[src/rtl/ram_arbiter.sv]
// ram_arbiter: two-port round-robin arbiter sharing one single-port RAM (sync write, async read).
// Optional `RAM_ARB_CLEAR_EN: zero every RAM word after reset before any request is served.
module ram_arbiter #(
  parameter int DEPTH      = 4096,
  parameter int ADDR_WIDTH = 12,
  parameter int DATA_W     = 16
) (
  input  logic              clk,
  input  logic              reset,
  input  logic              a_req,
  input  logic              a_we,
  input  logic [15:0]       a_addr,
  input  logic [DATA_W-1:0] a_wdata,
  output logic              a_gnt,
  output logic [DATA_W-1:0] a_rdata,
  output logic              a_rvalid,
  input  logic              b_req,
  input  logic              b_we,
  input  logic [15:0]       b_addr,
  input  logic [DATA_W-1:0] b_wdata,
  output logic              b_gnt,
  output logic [DATA_W-1:0] b_rdata,
  output logic              b_rvalid,
  output logic [15:0]       ram_address,
  output logic [DATA_W-1:0] ram_in,
  output logic              ram_load,
  input  logic [DATA_W-1:0] ram_out,
  output logic              busy
);

  // DEPTH and ADDR_WIDTH describe the same RAM; masking with both keeps a mismatched pair in range.
  localparam logic [15:0] ADDR_MASK = 16'((DEPTH - 1) & ((1 << ADDR_WIDTH) - 1));

  logic              last_b;
  logic              run;
  logic              rd_a_p0;
  logic              rd_b_p0;
  logic [DATA_W-1:0] rdata_a_p1;
  logic [DATA_W-1:0] rdata_b_p1;
  logic              vld_a_p1;
  logic              vld_b_p1;

`ifdef RAM_ARB_CLEAR_EN
  typedef enum logic {ST_CLEAR, ST_RUN} state_t;

  state_t                state;
  logic [ADDR_WIDTH-1:0] clr_cnt;
  logic                  clearing;

  assign clearing = (state == ST_CLEAR) && !reset;
  assign run      = (state == ST_RUN) && !reset;
  assign busy     = reset || (state == ST_CLEAR);

  always_ff @(posedge clk) begin
    if (reset) begin
      state   <= ST_CLEAR;
      clr_cnt <= '0;
    end else if (state == ST_CLEAR) begin
      clr_cnt <= clr_cnt + 1'b1;
      if (clr_cnt == ADDR_WIDTH'(DEPTH - 1))
        state <= ST_RUN;
    end
  end
`else
  assign run  = !reset;
  assign busy = 1'b0;
`endif

  // Round robin: on a tie the port that was not served last wins.
  assign a_gnt = run && a_req && (!b_req || last_b);
  assign b_gnt = run && b_req && !a_gnt;

  assign rd_a_p0 = a_gnt && !a_we;
  assign rd_b_p0 = b_gnt && !b_we;

  always_comb begin
    ram_address = '0;
    ram_in      = '0;
    ram_load    = 1'b0;
    if (a_gnt) begin
      ram_address = a_addr & ADDR_MASK;
      ram_in      = a_wdata;
      ram_load    = a_we;
    end else if (b_gnt) begin
      ram_address = b_addr & ADDR_MASK;
      ram_in      = b_wdata;
      ram_load    = b_we;
    end
`ifdef RAM_ARB_CLEAR_EN
    else if (clearing) begin
      ram_address = 16'(clr_cnt);
      ram_load    = 1'b1;
    end
`endif
  end

  // p0 -> p1: grant bookkeeping and read-valid pulse
  always_ff @(posedge clk) begin
    if (reset) begin
      last_b   <= 1'b1;
      vld_a_p1 <= 1'b0;
      vld_b_p1 <= 1'b0;
    end else begin
      if (a_gnt)
        last_b <= 1'b0;
      else if (b_gnt)
        last_b <= 1'b1;
      vld_a_p1 <= rd_a_p0;
      vld_b_p1 <= rd_b_p0;
    end
  end

  // p0 -> p1: capture asynchronous RAM output for the winning reader; held until its next read
  always_ff @(posedge clk) begin
    if (reset) begin
      rdata_a_p1 <= '0;
      rdata_b_p1 <= '0;
    end else begin
      if (rd_a_p0)
        rdata_a_p1 <= ram_out;
      if (rd_b_p0)
        rdata_b_p1 <= ram_out;
    end
  end

  assign a_rdata  = rdata_a_p1;
  assign a_rvalid = vld_a_p1;
  assign b_rdata  = rdata_b_p1;
  assign b_rvalid = vld_b_p1;

endmodule
[config.mk]
export PLATFORM = sky130hd
export DESIGN_NAME = ram_arbiter
export DESIGN_NICKNAME = d
export VERILOG_FILES = /design/src/rtl/ram_arbiter.sv
export SDC_FILE = /design/constraint.sdc
export NUM_CORES = 1
export LEC_CHECK = 0
export CAP_MARGIN = 20
export CORE_ASPECT_RATIO = 1.2
export CORE_MARGIN = 1
export CORE_UTILIZATION = 31
export DETAILED_ROUTE_END_ITERATION = 6
export PLACE_DENSITY = 0.79
export SKIP_CTS_REPAIR_TIMING = 1
export SYNTH_ARGS = -nofsm -noshare
export SYNTH_HDL_FRONTEND = slang
export SYNTH_SLANG_ARGS = --single-unit
[constraint.sdc]
create_clock -name clk -period 1.3 [get_ports clk]
set_input_delay 0.13 -clock clk [delete_from_list [all_inputs] [get_ports clk]]
set_output_delay 0.13 -clock clk [all_outputs]
set_load 0.02 [all_outputs]
---- Word level (Yosys, flattened, before mapping) ----
Cells that the tools add are included.
word-level totals
  bits in registers ....................... 35
  word-level logic and storage cells ...... 26
  bits of input ports ..................... 86
  output and inout bits ................... 70
operators by class
  multiplexer cells ....................... 8
  reduce and logical (&&, ||, !) cells .... 13
operator list
  cell                number
  2-to-1 mux 16 bit   3
  2-to-1 mux 12 bit   1
  logical AND 1 bit   6
  zero test 1 bit     5
  2-to-1 mux 1 bit    4
  nonzero test 2 bit  1
  logical OR 1 bit    1

---- Logic depth before layout (Yosys ltp) ----
  word-level depth ........................ 7
  depth in mapped cells ................... 6

---- Worst setup path before layout ----
Ideal clock, no wire load.
  path type ............................... reg2out
  from .................................... reg last_b
  to ...................................... out ram_load
  cell stages (with the launch flop) ...... 6
  data arrival time ....................... 1225 ps
  slack ................................... -55 ps
  data required time ...................... 1170 ps
  path buffers ............................ 2
  cells stage by stage .................... dfxtp_1 -> nand2b_1 -> and3b_1 -> buf_6 -> buf_6 -> nor2_1
between the ends
  word-level cells in the longest chain between the ends .. 6
RTL lines
  item                      line  RTL
  start: declaration        34    logic last_b;
  start signal: assignment  100   last_b <= 1'b1;
  start signal: assignment  105   last_b <= 1'b0;
  start signal: assignment  107   last_b <= 1'b1;
  logical OR 1 bit (*)      70    assign a_gnt = run && a_req && (!b_req || last_b);
  logical AND 1 bit (*)     70
  zero test 1 bit           71    assign b_gnt = run && b_req && !a_gnt;
  logical AND 1 bit         71
  2-to-1 mux 1 bit          84    end else if (b_gnt) begin
  2-to-1 mux 1 bit (*)      80    if (a_gnt) begin
  end: declaration          26    output logic ram_load,
Every way passes the cells marked *; elsewhere a longest branch is shown, timed or not.

---- Final worst setup path ----
  from .................................... reg last_b
  to ...................................... out ram_in[2]
between the ends
  word-level cells in the longest chain between the ends .. 6
RTL lines
  item                   line  RTL
  logical OR 1 bit (*)   70
  logical AND 1 bit (*)  70
  zero test 1 bit        71
  logical AND 1 bit      71
  2-to-1 mux 16 bit      84
  2-to-1 mux 16 bit (*)  80
  end: declaration       25    output logic [DATA_W-1:0] ram_in,
Marked as above.

==> results.txt <==
The gate count after technology mapping is 183, and the vias per cell is 5.01. Data on the critical path arrives at its endpoint at 1.56 ns. In the synthesized netlist, mux cells make up 9.41% of the area. The mean area per synthesized cell works out to 9.30 sq um. The detail-routed net length per standard cell is 18.1 um, and the post-layout minimum cycle time is 1.69 ns. Entering global routing, the biggest net connects 30 pins. The tools report the combinational share of power as 34.9%.

The tools report the final-report max-slew violation count as 0. The run gives 156 as the number of top-level design ports. The area share of fa/ha/maj cells after synthesis was 0%; the net switching power figure was 840 uW. Internal power comes to 2130 uW. The first detailed-routing pass took 4 iterations. The share of the cycle needed by the critical path after routing was 130%; the simple logic cell fraction of the synthesized area was 7.57%. The logs give 26.3% for the fraction of power consumed by the clock network and 402 for the number of non-filler instances in the completed layout. Summed over all instances, the cell type with the most area after synthesis is sky130_fd_sc_hd__dfxtp_1. After synthesis, the largest family of logic cells by area is compound AO/OA/AOI/OAI gates. The final critical-path setup slack came out at -0.388 ns.

Of the total power, the share spent switching nets is 28.3%. The path class of the tightest hold or removal check is in -> reg. Clock latency reported for the late side of the worst-skew pair: 0.28 ns. The total of endpoints with negative setup slack in the final report is 38. For the highest clock rate, the log shows 0.592 GHz. The count of nets left with antenna violations once routing finished came out at 0. The clock-pin slew reported for the worst setup and hold paths after clock tree synthesis was 0.06 ns; the total global-route track usage was 21.8%. The tools report the number of clock buffers inserted by TritonCTS as 5. TritonCTS built the clock tree. Routed signal wires occupy layers up through met4.

The worst supply voltage drop on vdd came out at 710 uV. For the number of distinct library cells after synthesis, the log shows 24. The total inserted antenna cells was 0; the overall die width was 69.6 um. For the number of warnings printed during yosys synthesis, the log shows 0. The detailed router put a total of 2.68 mm of wire on met1.

The placeable core region is 5300 sq um, and the total of max-cap violations is 0. The library cell used most frequently in the layout, excluding fill and tap cells, is sky130_fd_sc_hd__clkdlybuf4s50_1. The logs give 38.8% for the relative contribution of sequential cells to total power and 0 for the initial antenna violation count. The count of standard-cell rows was 29.

Sequential elements use 41.2% of the synthesized area. The height of the die was 83.2 um; the fraction of final layout cells sized beyond drive strength 1 was 22.1%. Of the total synthesized cell area, the portion taken by XOR and XNOR cells is 0%.

The synthesized netlist devotes 28.1% of its cell area to compound gates. The routed design has 7.26 mm of wire. Leaving out fill and tap cells, the most frequent cells in the layout are sky130_fd_sc_hd__clkdlybuf4s50_1, sky130_fd_sc_hd__dlymetal6s2s_1, sky130_fd_sc_hd__dfxtp_1. Including well taps, the total number of placed cells is 385.

In this run, the number of DRC markers left after iteration 0 of detailed routing was 68. The highest fanout seen on the critical path was 7. The tools report the number of global-route vias before repair as 1929. The wire-length estimate of the detail-placed layout is 4.93 mm. The logs give 1700 sq um for the netlist area before placement and 426 for the final-stage net count. By startpoint and endpoint, the worst setup path is classified as reg -> out. For this run, design rule violations remaining after detail routing come to 0. Routability-driven placement finished with a final weighted congestion of 0.822. The layout overhead on the synthesized area is 117%, and the total congestion overflow is 0.

In this run the static leakage power is 0.00212 uW. The total vias in the final route came out at 2015. For the wire length of the first global-routing pass, the log shows 9.88 mm.

The overall power consumption was 2970 uW; the post-synthesis register bit count was 35. Setup repair after global routing could not meet its margin everywhere. In the post-synthesis netlist, the biggest area contributors are sky130_fd_sc_hd__dfxtp_1, sky130_fd_sc_hd__a22o_1, sky130_fd_sc_hd__mux2i_1, sky130_fd_sc_hd__o311ai_0, sky130_fd_sc_hd__inv_1. For the final-layout setup total negative slack, the log shows -10.37 ns. The flow ran to the end, but the final reports show violations.

The total length of routed met3 wires is 1.04 mm, and the area share of the largest cell type after synthesis is 41.2%. The final worst clock skew came out at 0.00565 ns. The worst setup path is launched from a register. The final reports fail on negative setup slack. The die outline area is 5790 sq um.

Dividing total power by cell area gives a power density of 803 nW/um^2. The count of input and output buffers came out at 142. The root buffer cell is sky130_fd_sc_hd__clkbuf_8. CTS built an H-tree with a depth of 2.

The tools report the final hold violation count as 0. Clock sink total: 35. The worst setup path is captured at an output port. The number of fillers in the final layout is 428.

The maximum count of clock buffers along a single path is 2, and the data required time of the critical path is 1.17 ns. The initial core utilization was 32.1%; the met2 layer wire length in the routed design was 3.46 mm.
power by group through the flow:
stage	sequential, uW	clock, uW	combinational [uW]
after global placement	1170	0	908
after CTS	1150	806	918
after detailed placement	1180	0	912
after floorplan	1240	0	326
final	1150	781	1030
after global routing	1160	843	1090
registers in the layout, indices dropped and copies added, names as in the netlist:
name      cells
a_rdata      16
b_rdata      16
a_rvalid      1
b_rvalid      1
last_b        1
cells by family (layout without fill, tap and decap cells):
| family | count (synthesis) | count (layout) |
|---|---|---|
| AOI/OAI and AO/OA | 62 | 62 |
| buffers and inverters | 42 | 195 |
| DFF | 35 | 35 |
| and+or+nand+nor | 27 | 27 |
| muxes | 16 | 16 |
| other | 1 | 5 |
through the flow:
step | setup slack [ns] | area (sq um) | hold slack (ns) | util, %
final | -0.388 | 3690 | 0.345 | 69.7
after global routing | -0.439 | 3690 | 0.381 | 69.7
after CTS | -0.800 | 3280 | 0.413 | 62.0
after detailed placement | -0.785 | 3200 | 0.448 | 60.3
after global placement | -0.783 | 3200 | 0.445 | 60.3
after floorplan | -0.0305 | 1720 | 0.281 | -
layout make-up:
type	instances	area (sq um)	share of cell area, %
Sequential cell	35	702	19.0
Multi-Input combinational cell	110	836	22.6
Timing Repair Buffer	168	1910	51.8
Inverter	20	75.1	2.03
Clock buffer	6	82.6	2.24
Clock inverter	1	5.00	0.136
Tap cell	62	77.6	2.10
routing by layer:
metal / up-vias / global-route usage, %
met2: 110 / 34.8
met4: 0 / 4.91
li1: 966 / -
met1: 932 / 24.4
met3: 7 / 14.0
met5: - / 0
synthesized netlist by cell type:
library cell               count
sky130_fd_sc_hd__o311ai_0     12
sky130_fd_sc_hd__and3b_1       1
sky130_fd_sc_hd__buf_4         6
sky130_fd_sc_hd__inv_1        20
sky130_fd_sc_hd__nor3_2        1
sky130_fd_sc_hd__nand3_1       1
sky130_fd_sc_hd__nand2_1      17
sky130_fd_sc_hd__conb_1        1
sky130_fd_sc_hd__a22oi_1       1
sky130_fd_sc_hd__buf_2         2
sky130_fd_sc_hd__nor2b_2       1
sky130_fd_sc_hd__buf_6         6
sky130_fd_sc_hd__clkbuf_2      2
sky130_fd_sc_hd__o311ai_1      4
sky130_fd_sc_hd__o21ai_0       7
sky130_fd_sc_hd__nor2b_1       1
sky130_fd_sc_hd__clkbuf_1      6
sky130_fd_sc_hd__nand2b_1      1
sky130_fd_sc_hd__mux2i_1      16
sky130_fd_sc_hd__and2_1        2
sky130_fd_sc_hd__o21ai_1      10
sky130_fd_sc_hd__nor2_1        2
sky130_fd_sc_hd__dfxtp_1      35
sky130_fd_sc_hd__a22o_1       28
critical path, cell delays in order (launching register included):
cell                       delay, ns
sky130_fd_sc_hd__dfxtp_2        0.33
sky130_fd_sc_hd__nand2b_4       0.14
sky130_fd_sc_hd__and2_4         0.16
sky130_fd_sc_hd__buf_12         0.14
sky130_fd_sc_hd__buf_8          0.12
sky130_fd_sc_hd__a22o_4         0.25
sky130_fd_sc_hd__buf_6          0.14
final timing paths:
kind / start / endpoint / slack (ns) / cells past startpoint
max: last_b / ram_in[2] / -0.39 / 6
min: b_req / last_b / 0.34 / 4
max reg2reg: last_b / a_rdata[13] / -0.03 / 6
min reg2reg: a_rdata[11] / a_rdata[11] / 0.46 / 2
No activity file was read; power rests on OpenSTA's default activity.
==> patch, RTL diff (config.mk and constraints unchanged) <==
`DATA_W`: 16 -> 32.
--- a/src/rtl/ram_arbiter.sv
+++ b/src/rtl/ram_arbiter.sv
@@ -3,7 +3,7 @@
 module ram_arbiter #(
   parameter int DEPTH      = 4096,
   parameter int ADDR_WIDTH = 12,
-  parameter int DATA_W     = 16
+  parameter int DATA_W     = 32
 ) (
   input  logic              clk,
   input  logic              reset,
Interface: changed (6 resized); port bits go from 156 to 252. The function was not compared with the original's and may differ.
==> patch against the unedited design <==
- the flow still finishes with violations (setup timing)
- global-route usage grew 2.1 points
- largest power group is now the clock network
- routed wire length rose by 97%
- synthesized cell count is 79% higher
- power grew 120%
- sequential cell count grew 32
- largest cell class unchanged
- synthesized area increased by 83%
- worst hold slack got worse by 0.046 ns
- setup slack lost 0.20 ns
- final area grew 85%
==> patch: results (changes against the unedited design) <==
The clock latency on the worst-skew pair is 0.32 ns (+0.04 ns). The net count of the finished layout was 723 (+70%). The final-report setup violation count is 80 (+110%).

The flow ran to the end, but the final reports show violations. The worst-case vdd ir drop is 0.710 mV (about the same). The global-route track usage on met1 was 25.8% (+1.5 points). The final critical-path setup slack is -0.586 ns (-0.198 ns). By count the netlist is led by sky130_fd_sc_hd__dfxtp_1, sky130_fd_sc_hd__a22o_1, sky130_fd_sc_hd__inv_1. The tree is rooted in a sky130_fd_sc_hd__clkbuf_16. The violation count after the first detailed-route iteration was 105 (+54%). The largest clock skew in the final design is 0.00672 ns (+0.00107 ns). The ratio of cells with drive above 1 in the final layout came out at 28.8% (+6.7 points).

The worst setup slack for register-to-register paths was -0.10 ns (-0.07 ns). The largest net degree at the start of global routing came to 48 (+60%). The checks that failed: setup timing. The post-synthesis mux area share came out at 10.3% (+0.87 points).

The level count of the clock H-tree came to 3 (+1). The static leakage power was 3.96 nW (+87%). The met2 track demand over resource in global routing came out at 42.2% (+7.4 points).

The clock buffer count from CTS is 9 (+4). The worst register-to-register path ends at a_rdata[14]. The wire length after detailed routing came out at 14.3 mm (+97%). The most critical setup path has its endpoint at ram_in[5]. The data arrival time of the worst path is 1.76 ns (+0.20 ns). The sequential-to-total area share from yosys stat came out at 43.1% (+1.9 points).
patch: worst min-delay path by stage:
stage	to	startpoint	slack (ns)
floorplan	a_rdata[14]	ram_out[14]	0.28
finish	last_b	reset	0.30
global placement	a_rdata[23]	a_rdata[23]	0.44
global route	last_b	reset	0.32
detailed placement	a_rdata[19]	a_rdata[19]	0.45
CTS	a_rdata[24]	ram_out[24]	0.36
patch: routing by layer:
metal / vias to the layer above / wire (um)
met1: 1735 / 5270
met4: 0 / 233
li1: 1698 / -
met5: - / 0
met3: 16 / 1690
met2: 191 / 7090
patch: power by group:
part	internal (mW)	switching (mW)
registers	2.16	0.0508
clock network	1.55	0.928
logic	1.00	0.823
total	4.71	1.80
patch: area by class of cell:
| cell class | count | area (um^2) |
|---|---|---|
| timing repair buffer | 285 | 3100 |
| fill | 694 | 2830 |
| multi-input combinational | 190 | 1790 |
| sequential | 67 | 1340 |
| clock buffer | 11 | 243 |
| tap | 123 | 154 |
| inverter | 36 | 135 |
| clock inverter | 5 | 60.1 |
patch: stage by stage:
step	TNS [ns]	instance area [um^2]	instances
after detailed placement	-68.09	6020	674
after global routing	-27.84	6830	717
final	-23.10	6830	717
after CTS	-55.56	6320	690
after floorplan	-3.38	3470	331
after global placement	-66.30	6020	674
patch: kinds of logic (layout without fill, tap and decap cells):
group / count (synthesis) / after routing
mux: 32 / 32
simple gates: 43 / 43
flops: 67 / 67
other cells: 1 / 5
compound gates: 110 / 110
buf+inv: 74 / 337
